## src/rtl/issue_ctrl.sv

```systemverilog
// Purpose : instruction queue and issue sequencer between ifetch and the decoder.
// Latency : a pushed instruction is issuable one cycle after its push edge (no bypass).
// Backpressure: if_full holds ifetch; issue waits for ROB plus RS or LSB space per opcode class.
//
// Ports:
//   clk, rst (async, active-low), rdy (global enable), rollback (flush)
//   if_valid/if_inst/if_pc/if_is_jump -> queue push side, if_full back to ifetch
//   dec_inst_rdy/dec_inst/dec_pc/dec_is_jump -> head of queue to the decoder
//   rob_full/rs_full/lsb_full -> downstream space, issue_fire/halted/count status
// Optional: define ISSUE_STAT_EN to add stat_issued/stat_stall_rob/stat_stall_unit.

module issue_ctrl #(
  parameter int          QUEUE_LOG = 2,
  parameter logic [31:0] HALT_INST = 32'h0ff00513
) (
  input  logic                 clk,
  input  logic                 rst,
  input  logic                 rdy,
  input  logic                 rollback,
  input  logic                 if_valid,
  input  logic [31:0]          if_inst,
  input  logic [31:0]          if_pc,
  input  logic                 if_is_jump,
  output logic                 if_full,
  output logic                 dec_inst_rdy,
  output logic [31:0]          dec_inst,
  output logic [31:0]          dec_pc,
  output logic                 dec_is_jump,
  input  logic                 rob_full,
  input  logic                 rs_full,
  input  logic                 lsb_full,
  output logic                 issue_fire,
  output logic                 halted,
  output logic [QUEUE_LOG:0]   count
`ifdef ISSUE_STAT_EN
  ,
  output logic [31:0]          stat_issued,
  output logic [31:0]          stat_stall_rob,
  output logic [31:0]          stat_stall_unit
`endif
);

  localparam int                 DEPTH   = 1 << QUEUE_LOG;
  localparam logic [QUEUE_LOG:0] DEPTH_C = (QUEUE_LOG + 1)'(DEPTH);

  localparam logic [6:0] OPC_LOAD  = 7'b0000011;
  localparam logic [6:0] OPC_STORE = 7'b0100011;
  localparam logic [6:0] OPC_LUI   = 7'b0110111;

  typedef enum logic [1:0] {
    ST_RUN   = 2'd0,
    ST_FLUSH = 2'd1,
    ST_HALT  = 2'd2
  } state_e;

  state_e                 state_q, state_d;
  logic [QUEUE_LOG-1:0]   head_q, head_d;
  logic [QUEUE_LOG-1:0]   tail_q, tail_d;
  logic [QUEUE_LOG:0]     count_q, count_d;
  logic [31:0]            inst_mem_q [DEPTH];
  logic [31:0]            inst_mem_d [DEPTH];
  logic [31:0]            pc_mem_q   [DEPTH];
  logic [31:0]            pc_mem_d   [DEPTH];
  logic                   jmp_mem_q  [DEPTH];
  logic                   jmp_mem_d  [DEPTH];

  logic       push;
  logic       pop;
  logic       in_run;
  logic       not_empty;
  logic       is_lsb_class;
  logic       is_lui;
  logic       unit_full;
  logic [6:0] head_opc;

  // Head entry and its opcode class.
  always_comb begin
    dec_inst     = inst_mem_q[head_q];
    dec_pc       = pc_mem_q[head_q];
    dec_is_jump  = jmp_mem_q[head_q];
    head_opc     = dec_inst[6:0];
    is_lsb_class = (head_opc == OPC_LOAD) || (head_opc == OPC_STORE);
    is_lui       = (head_opc == OPC_LUI);
    // LUI needs only a ROB entry; memory ops need the LSB; everything else the RS.
    unit_full    = is_lsb_class ? lsb_full : (is_lui ? 1'b0 : rs_full);
  end

  // ---------------- FSM: state register ----------------
  always_ff @(posedge clk or negedge rst) begin
    if (!rst) state_q <= ST_RUN;
    else      state_q <= state_d;
  end

  // ---------------- FSM: next state ----------------
  always_comb begin
    state_d = state_q;
    if (rdy) begin
      case (state_q)
        ST_RUN: begin
          if (rollback)
            state_d = ST_FLUSH;
          else if (pop && (dec_inst == HALT_INST))
            state_d = ST_HALT;
        end
        // One dead cycle so the ROB and RS can finish clearing.
        ST_FLUSH: state_d = ST_RUN;
        // A halt may sit on a mispredicted path, so rollback still escapes it.
        ST_HALT:  if (rollback) state_d = ST_FLUSH;
        default:  state_d = ST_RUN;
      endcase
    end
  end

  // ---------------- FSM: outputs ----------------
  always_comb begin
    in_run    = (state_q == ST_RUN);
    halted    = (state_q == ST_HALT);
    not_empty = (count_q != '0);
    if_full   = (count_q == DEPTH_C);
    // rst is folded in so the issue request drops the instant reset asserts.
    dec_inst_rdy = rdy & rst & in_run & not_empty & ~rollback & ~rob_full & ~unit_full;
    issue_fire   = dec_inst_rdy;
    pop          = dec_inst_rdy;
    push         = rdy & if_valid & ~if_full & ~rollback & in_run;
    count        = count_q;
  end

  // ---------------- queue datapath ----------------
  always_comb begin
    head_d  = head_q;
    tail_d  = tail_q;
    count_d = count_q;
    for (int i = 0; i < DEPTH; i++) begin
      inst_mem_d[i] = inst_mem_q[i];
      pc_mem_d[i]   = pc_mem_q[i];
      jmp_mem_d[i]  = jmp_mem_q[i];
    end
    if (rdy && rollback) begin
      head_d  = tail_q;
      count_d = '0;
    end else begin
      if (push) begin
        inst_mem_d[tail_q] = if_inst;
        pc_mem_d[tail_q]   = if_pc;
        jmp_mem_d[tail_q]  = if_is_jump;
        tail_d             = tail_q + QUEUE_LOG'(1);
      end
      if (pop)
        head_d = head_q + QUEUE_LOG'(1);
      count_d = count_q + (QUEUE_LOG + 1)'(push) - (QUEUE_LOG + 1)'(pop);
    end
  end

  always_ff @(posedge clk or negedge rst) begin
    if (!rst) begin
      head_q  <= '0;
      tail_q  <= '0;
      count_q <= '0;
      for (int i = 0; i < DEPTH; i++) begin
        inst_mem_q[i] <= '0;
        pc_mem_q[i]   <= '0;
        jmp_mem_q[i]  <= 1'b0;
      end
    end else begin
      head_q  <= head_d;
      tail_q  <= tail_d;
      count_q <= count_d;
      for (int i = 0; i < DEPTH; i++) begin
        inst_mem_q[i] <= inst_mem_d[i];
        pc_mem_q[i]   <= pc_mem_d[i];
        jmp_mem_q[i]  <= jmp_mem_d[i];
      end
    end
  end

`ifdef ISSUE_STAT_EN
  logic [31:0] stat_issued_q, stat_issued_d;
  logic [31:0] stat_stall_rob_q, stat_stall_rob_d;
  logic [31:0] stat_stall_unit_q, stat_stall_unit_d;

  // Counters survive rollback; only reset clears them.
  always_comb begin
    stat_issued_d     = stat_issued_q;
    stat_stall_rob_d  = stat_stall_rob_q;
    stat_stall_unit_d = stat_stall_unit_q;
    if (issue_fire)
      stat_issued_d = stat_issued_q + 32'd1;
    if (rdy && in_run && not_empty && rob_full)
      stat_stall_rob_d = stat_stall_rob_q + 32'd1;
    if (rdy && in_run && not_empty && !rob_full && unit_full)
      stat_stall_unit_d = stat_stall_unit_q + 32'd1;
  end

  always_ff @(posedge clk or negedge rst) begin
    if (!rst) begin
      stat_issued_q     <= '0;
      stat_stall_rob_q  <= '0;
      stat_stall_unit_q <= '0;
    end else begin
      stat_issued_q     <= stat_issued_d;
      stat_stall_rob_q  <= stat_stall_rob_d;
      stat_stall_unit_q <= stat_stall_unit_d;
    end
  end

  assign stat_issued     = stat_issued_q;
  assign stat_stall_rob  = stat_stall_rob_q;
  assign stat_stall_unit = stat_stall_unit_q;
`endif

endmodule

```

## config.mk

```make
export PLATFORM = sky130hd
export DESIGN_NAME = issue_ctrl
export DESIGN_NICKNAME = d
export VERILOG_FILES = /design/src/rtl/issue_ctrl.sv
export SDC_FILE = /design/constraint.sdc
export NUM_CORES = 1
export LEC_CHECK = 0
export BUFFER_PORTS_ARGS = -buffer_cell sky130_fd_sc_hd__buf_2
export CORE_MARGIN = 2
export CORE_UTILIZATION = 58
export CTS_CLUSTER_DIAMETER = 40
export CTS_CLUSTER_SIZE = 28
export DETAILED_ROUTE_END_ITERATION = 16
export GPL_TIMING_DRIVEN = 0
export HOLD_SLACK_MARGIN = 0.05
export PLACE_DENSITY = 0.78
export SLEW_MARGIN = 30
export SYNTH_ARGS = -nofsm -noshare
export SYNTH_HDL_FRONTEND = slang
export SYNTH_SLANG_ARGS = --single-unit
```

## constraint.sdc

```tcl
create_clock -name clk -period 3.31 [get_ports clk]
set_input_delay 0.1655 -clock clk [delete_from_list [all_inputs] [get_ports clk]]
set_output_delay 0.1655 -clock clk [all_outputs]
set_load 0.03 [all_outputs]
```

# --- After elaboration in Yosys (flattened, before gate mapping) ---
# Index checks and enable logic that the tools add are counted.
word_totals:
  regBits: 269
  in_bits: 73
  out_inout_bits: 72
op_classes:
  addsub: 4
  n_lt_le_gt_ge: 3
  n_eq_ne: 8
  muxes: 25
  bitwise_logic: 17
  reduce_logical: 9
op_table:
  columns: ["operator", "count"]
  rows:
  - ["128-bit bitwise mux", 2]
  - ["32-bit two-way mux", 5]
  - ["32-bit binary-select mux with 2-bit select", 2]
  - ["32-bit demux with 2-bit select", 1]
  - ["32-bit by 28-bit == test with 1-bit output (second input constant)", 1]
  - ["7-bit by 6-bit == test with 1-bit output (second input constant)", 2]
  - ["1-bit bitwise AND", 10]
  - ["2-bit two-way mux", 5]
  - ["7-bit by 2-bit == test with 1-bit output (second input constant)", 1]
  - ["3-bit greater-or-equal comparator (second input constant)", 2]
  - ["2-bit inverter with 3-bit output", 2]
  - ["1-bit two-way mux", 5]
  - ["1-bit inverter", 5]
  - ["2-bit by 1-bit adder with 2-bit output (second input constant)", 2]
  - ["4-bit bitwise mux", 1]
  - ["2-bit case mux with 2 select lines", 1]
  - ["3-bit by 1-bit adder with 3-bit output", 1]
  - ["3-bit == test (second input constant)", 1]
  - ["1-bit logical AND", 3]
  - ["3-bit by 1-bit < comparator with 1-bit output (second input constant)", 1]
  - ["3-bit two-way mux", 1]
  - ["3-bit by 2-bit inequality test with 1-bit output (second input constant)", 1]
  - ["3-bit AND reduction", 1]
  - ["3-bit nonzero test", 1]
  - ["other kinds (9)", 9]

# --- Longest topological paths before layout ---
depth:
  word_depth: 13
  ltp_mapped: 15
  ltp_nobuf: 13

# --- Worst setup path before layout ---
# Ideal clock, no wire load.
synth_path:
  path_type: "register to register"
  from: "reg head_q[0]"
  to: "reg count_q[2] (netlist: count[2])"
  t_arrival_ns: 3.288
  setup_slack_ns: -0.098
  path_stages_with_launch: 15
  path_buffers: 1
  synth_period_minus_slack_ns: 3.408
  path_cell_list: "dfrtp_1 > buf_6 > mux4_2 > and4bb_1 > mux2i_1 > o21bai_1 > inv_1 > ha_1 > inv_1 > ha_1 > inv_1 > fa_1 > xor2_1 > xnor2_1 > nor2_1"
synth_via:
  elab_chain_len: 11
synth_lines:
  columns: ["element", "line_no", "source"]
  rows:
  - ["start, declared", "57", "logic [QUEUE_LOG-1:0] head_q, head_d;"]
  - ["start signal, assigned", "156", "head_q <= '0;"]
  - ["start signal, assigned", "165", "head_q <= head_d;"]
  - ["2-bit inverter with 3-bit output (not written as such) *", "78", "dec_inst = inst_mem_q[head_q];"]
  - ["32-bit binary-select mux with 2-bit select *", "78", null]
  - ["32-bit two-way mux (not written as such) * (2 in a row)", "78", null]
  - ["net dec_inst[6]", "26", "output logic [31:0] dec_inst,"]
  - ["7-bit by 6-bit == test with 1-bit output (tied with other cells)", "83", "is_lui = (head_opc == OPC_LUI);"]
  - ["1-bit two-way mux or 1-bit logical OR (tied branches)", "85, 82", null]
  - ["1-bit two-way mux *", "85", "unit_full = is_lsb_class ? lsb_full : (is_lui ? 1'b0 : rs_full);"]
  - ["1-bit inverter *", "121", "dec_inst_rdy = rdy & rst & in_run & not_empty & ~rollback & ~rob_full & ~unit_full;"]
  - ["1-bit bitwise AND *", "121", null]
  - ["net dec_inst_rdy", "25", "output logic dec_inst_rdy,"]
  - ["3-bit by 1-bit subtractor with 3-bit output *", "150", "count_d = count_q + (QUEUE_LOG + 1)'(push) - (QUEUE_LOG + 1)'(pop);"]
  - ["3-bit two-way mux *", "138", "if (rdy && rollback) begin"]
  - ["net count_d[2]", "59", "logic [QUEUE_LOG:0] count_q, count_d;"]
  - ["end signal, assigned", "167", "count_q <= count_d;"]
  - ["end, declared", "59", null]
# The timed path passes the listed nets; every way through them passes the cells marked *. The select of a mux whose other input is x is not followed.
# A chain may end at the register's enable or synchronous reset.

# --- Worst setup path in the final report ---
layout_path:
  from: "reg head_q[0]"
  to: "reg count_q[2] (netlist: count[2])"
layout_via:
  elab_chain_len: 11
layout_lines:
  columns: ["element", "line_no"]
  rows:
  - ["2-bit inverter with 3-bit output (not written as such) *", "78"]
  - ["32-bit binary-select mux with 2-bit select *", "78"]
  - ["32-bit two-way mux (not written as such) * (2 in a row)", "78"]
  - ["7-bit by 6-bit == test with 1-bit output (tied with other cells)", "83"]
  - ["1-bit two-way mux or 1-bit logical OR (tied branches)", "85, 82"]
  - ["1-bit two-way mux *", "85"]
  - ["1-bit inverter *", "121"]
  - ["1-bit bitwise AND *", "121"]
  - ["3-bit by 1-bit subtractor with 3-bit output *", "150"]
  - ["3-bit two-way mux *", "138"]
  - ["net count_d[2]", "59"]
# Marks and branches as above.

==> results_dict.tcl <==
set metrics [dict create \
    arrival_ps 3610 \
    cts_tree "yes" \
    critPathSlowestCell "mux4_2" \
    htreeDepth 2 \
    worst_setup_path_end_kind "register" \
    grt_pass1_vias 8336 \
    synth_area_leaders "dfrtp_1 57%, mux2_1 25%, mux4_2 12%" \
    syn_area_sq_um 11800 \
    path_clk_slew_ps 60 \
    hold_viol 0 \
    ys_types 39 \
    peakVddDrop_mv 0.848 \
    drt_pass1_iterations 4 \
    status "finished, final reports clean" \
    max_freq_mhz 311 \
    finalCritPeriodShare_pct 97.0 \
    timing.hold.ws_ps 75.8 \
    synthArstFlopShare_pct 100 \
    power.switching_mw 5.59 \
    cp-start-kind "register" \
    syn_nets 790 \
    dp_hpwl_microns 18100 \
    setup_viol 0 \
    register_area_sq_um 6730 \
    worst_slew_margin_rel_pct 45.1 \
    synthCells 710 \
    vias 7374 \
    final_layout_size_suffix_gt1_share_pct 33.6 \
    gp_congestion 0.821 \
    pre_cts_ws_ps -124 \
    layout.cells.non_filler 1266 \
    layout.nets 1047 \
    pwr-share-clk_pct 26.9 \
    intPower_mw 10.0 \
    cts_buffers 37 \
    setup_ws_ps 97.8 \
    synth_common_cells "269 x dfrtp_1, 260 x mux2_1, 65 x mux4_2" \
    seq_area_frac_synth_pct 56.8 \
    drv_cap 0 \
    num_rows 52 \
    clock_latency_ps 510 \
    cp_common_cell "inv_2" \
    synth_top_cell_area_share_pct 56.8 \
    dieArea_sq_um 21600 \
    required_ps 3700 \
    io_buffers 144 \
    wl_per_cell_microns 21.6 \
    r2r_slack_ps 100 \
    die_y_microns 147 \
    worstMarginPinSlew_ps 824 \
    slew_viol_final 0 \
    min_path_type "in -> reg" \
    worstSetupPathType "reg -> reg" \
    yosysMostFrequentCell "dfrtp_1" \
    root_buffer "clkbuf_16" \
    diodes 0 \
    yosys_warnings 0 \
    placed_cells 1127 \
    swShare_pct 35.8 \
    crit_path_max_fanout 7 \
    core_area_sq_um 20200 \
    die_w_microns 147 \
    path_cells "buf_8 > mux4_2 > and4bb_2 > mux2i_2 > o21bai_2 > inv_2 > ha_4 > inv_2 > ha_4 > inv_2 > fa_2 > xor2_2 > xnor2_1 > nor2_1" \
    wl_microns 27300 \
    combPwrFrac_pct 37.6 \
    worst-path-buf-inv 4 \
    synth_edf_count 0 \
    nFillCells 1229 \
    pwr-share-seq_pct 35.4 \
    yosys_register_bits 269 \
    avgSynthCellArea_sq_um 16.7 \
    areaGrowthSynthToFinish_pct 27.4 \
    final.setup_skew_ps 12.6 \
    critical-path-max-stage-delay_ps 540 \
    cts.sinks 269 \
    num_io_pins 145 \
    antenna_found_initial 0 \
    grt_max_degree 77 \
    avgViaCountPerCell 5.82 \
    cts_buffer_depth 3 \
    fin_tns_setup_ps 0 \
    synth_top_area_cell "dfrtp_1" \
    drc_errors 0 \
    grt_util_all_layers_pct 26.1 \
    period_needed_ps 3210 \
    multi_input_area_sq_um 4900 \
    start_util_pct 58.7 \
    drtIter0Drc 248 \
    ant_nets 0 \
    p_leak_nw 7.19 \
    power_density_nw_per_um2 1030 \
    critPathTopFamily "multiplexers" \
    grt_overflow 0 \
    synth_ff_type "dfrtp_1" \
    grt_pass1_wl_microns 44200 \
]
==> per-layer routing <==
layer | vias to the layer above | share of wire (%) | track usage (%)
met4 | 0 | 3.3 | 10.2
met1 | 3894 | 40 | 33.0
met2 | 221 | 51 | 44.6
li1 | 3184 | - | -
met3 | 75 | 5.8 | 5.65
met5 | - | 0 | 0
==> worst register-to-register path, stage by stage, from the launching register on <==
cell and delay, ps:
dfrtp_1 350, buf_8 160, mux4_2 540, and4bb_2 370, mux2i_2 300, o21bai_2 110, inv_2 90, ha_4 210
inv_2 60, ha_4 120, inv_2 30, fa_2 370, xor2_2 160, xnor2_1 160, nor2_1 70
==> cell families after synthesis <==
kind of cell,after synthesis,share of synthesized area [%]
AOI/OAI and AO/OA,11,0.591
and+or+nand+nor,43,2.11
muxes,327,37.2
buffers and inverters,50,2.21
DFF,269,56.8
adders and majority gates,7,0.803
xor gates and xnor gates,3,0.222
==> power groups by stage <==
stage | registers (mW) | logic (mW) | clock network [mW]
2_1_floorplan | 5.26 | 4.33 | 0
3_3_place_gp | 5.35 | 5.58 | 0
3_5_place_dp | 5.54 | 5.76 | 0
4_1_cts | 5.51 | 5.89 | 4.26
5_1_grt | 5.68 | 6.23 | 4.40
6_report | 5.52 | 5.86 | 4.20
==> area by class of cell <==
| type | instances | area share (%) |
|---|---|---|
| repair buffers | 219 | 10.1 |
| clock inverters | 25 | 2.11 |
| plain buffers | 43 | 1.62 |
| flip-flops and latches | 269 | 44.6 |
| well taps | 270 | 2.24 |
| multi-input cells | 391 | 32.4 |
| inverters | 6 | 0.149 |
| clock buffers | 43 | 6.76 |
==> stage by stage <==
step / instance area, sq um / power [mW] / util (%)
4_1_cts: 15000 / 15.7 / 74.5
2_1_floorplan: 11800 / 9.58 / -
3_5_place_dp: 13000 / 11.3 / 64.4
3_3_place_gp: 12900 / 10.9 / 64.0
6_report: 15100 / 15.6 / 74.8
5_1_grt: 15100 / 16.3 / 74.8
==> what timing repair did <==
action                                  4_1_cts  5_1_grt
endpoints found under the setup margin       30        2
resized for setup                             4       10
endpoints found under the hold margin       384        0
hold buffers                                 68        0
pin swaps                                     0        5
buffers inserted                              1        3
==> cells in the final DEF (no fill, tap or decap), drive strengths merged, types with 6 or more instances in the layout <==
master       count
dfrtp          269
mux2           260
buf            189
dlygate4sd3     68
mux4            65
clkbuf          48
inv             16
nand2           13
ha               6
clkinv           6
==> registers in the layout, indices dropped and copies added, names as in the netlist <==
signal      count
count           3
head_q          2
inst_mem_q    128
jmp_mem_q       4
pc_mem_q      128
state_q         2
tail_q          2
==> path summary, 6_finish.rpt <==
path / startpoint / end / depth (start not counted)
setup / recovery: head_q[0]$_DFFE_PN0P_ / count[2]$_DFF_PN0_ / 14
hold / removal: if_valid / tail_q[1]$_DFFE_PN0P_ / 4
setup reg to reg: head_q[0]$_DFFE_PN0P_ / count[2]$_DFF_PN0_ / 14
hold reg to reg: inst_mem_q[20]$_DFFE_PN0P_ / inst_mem_q[20]$_DFFE_PN0P_ / 1
max in group asynchronous: rst / inst_mem_q[77]$_DFFE_PN0P_ / 5
min in group asynchronous: rst / pc_mem_q[120]$_DFFE_PN0P_ / 2
No activity file was read; power rests on OpenSTA's default activity.
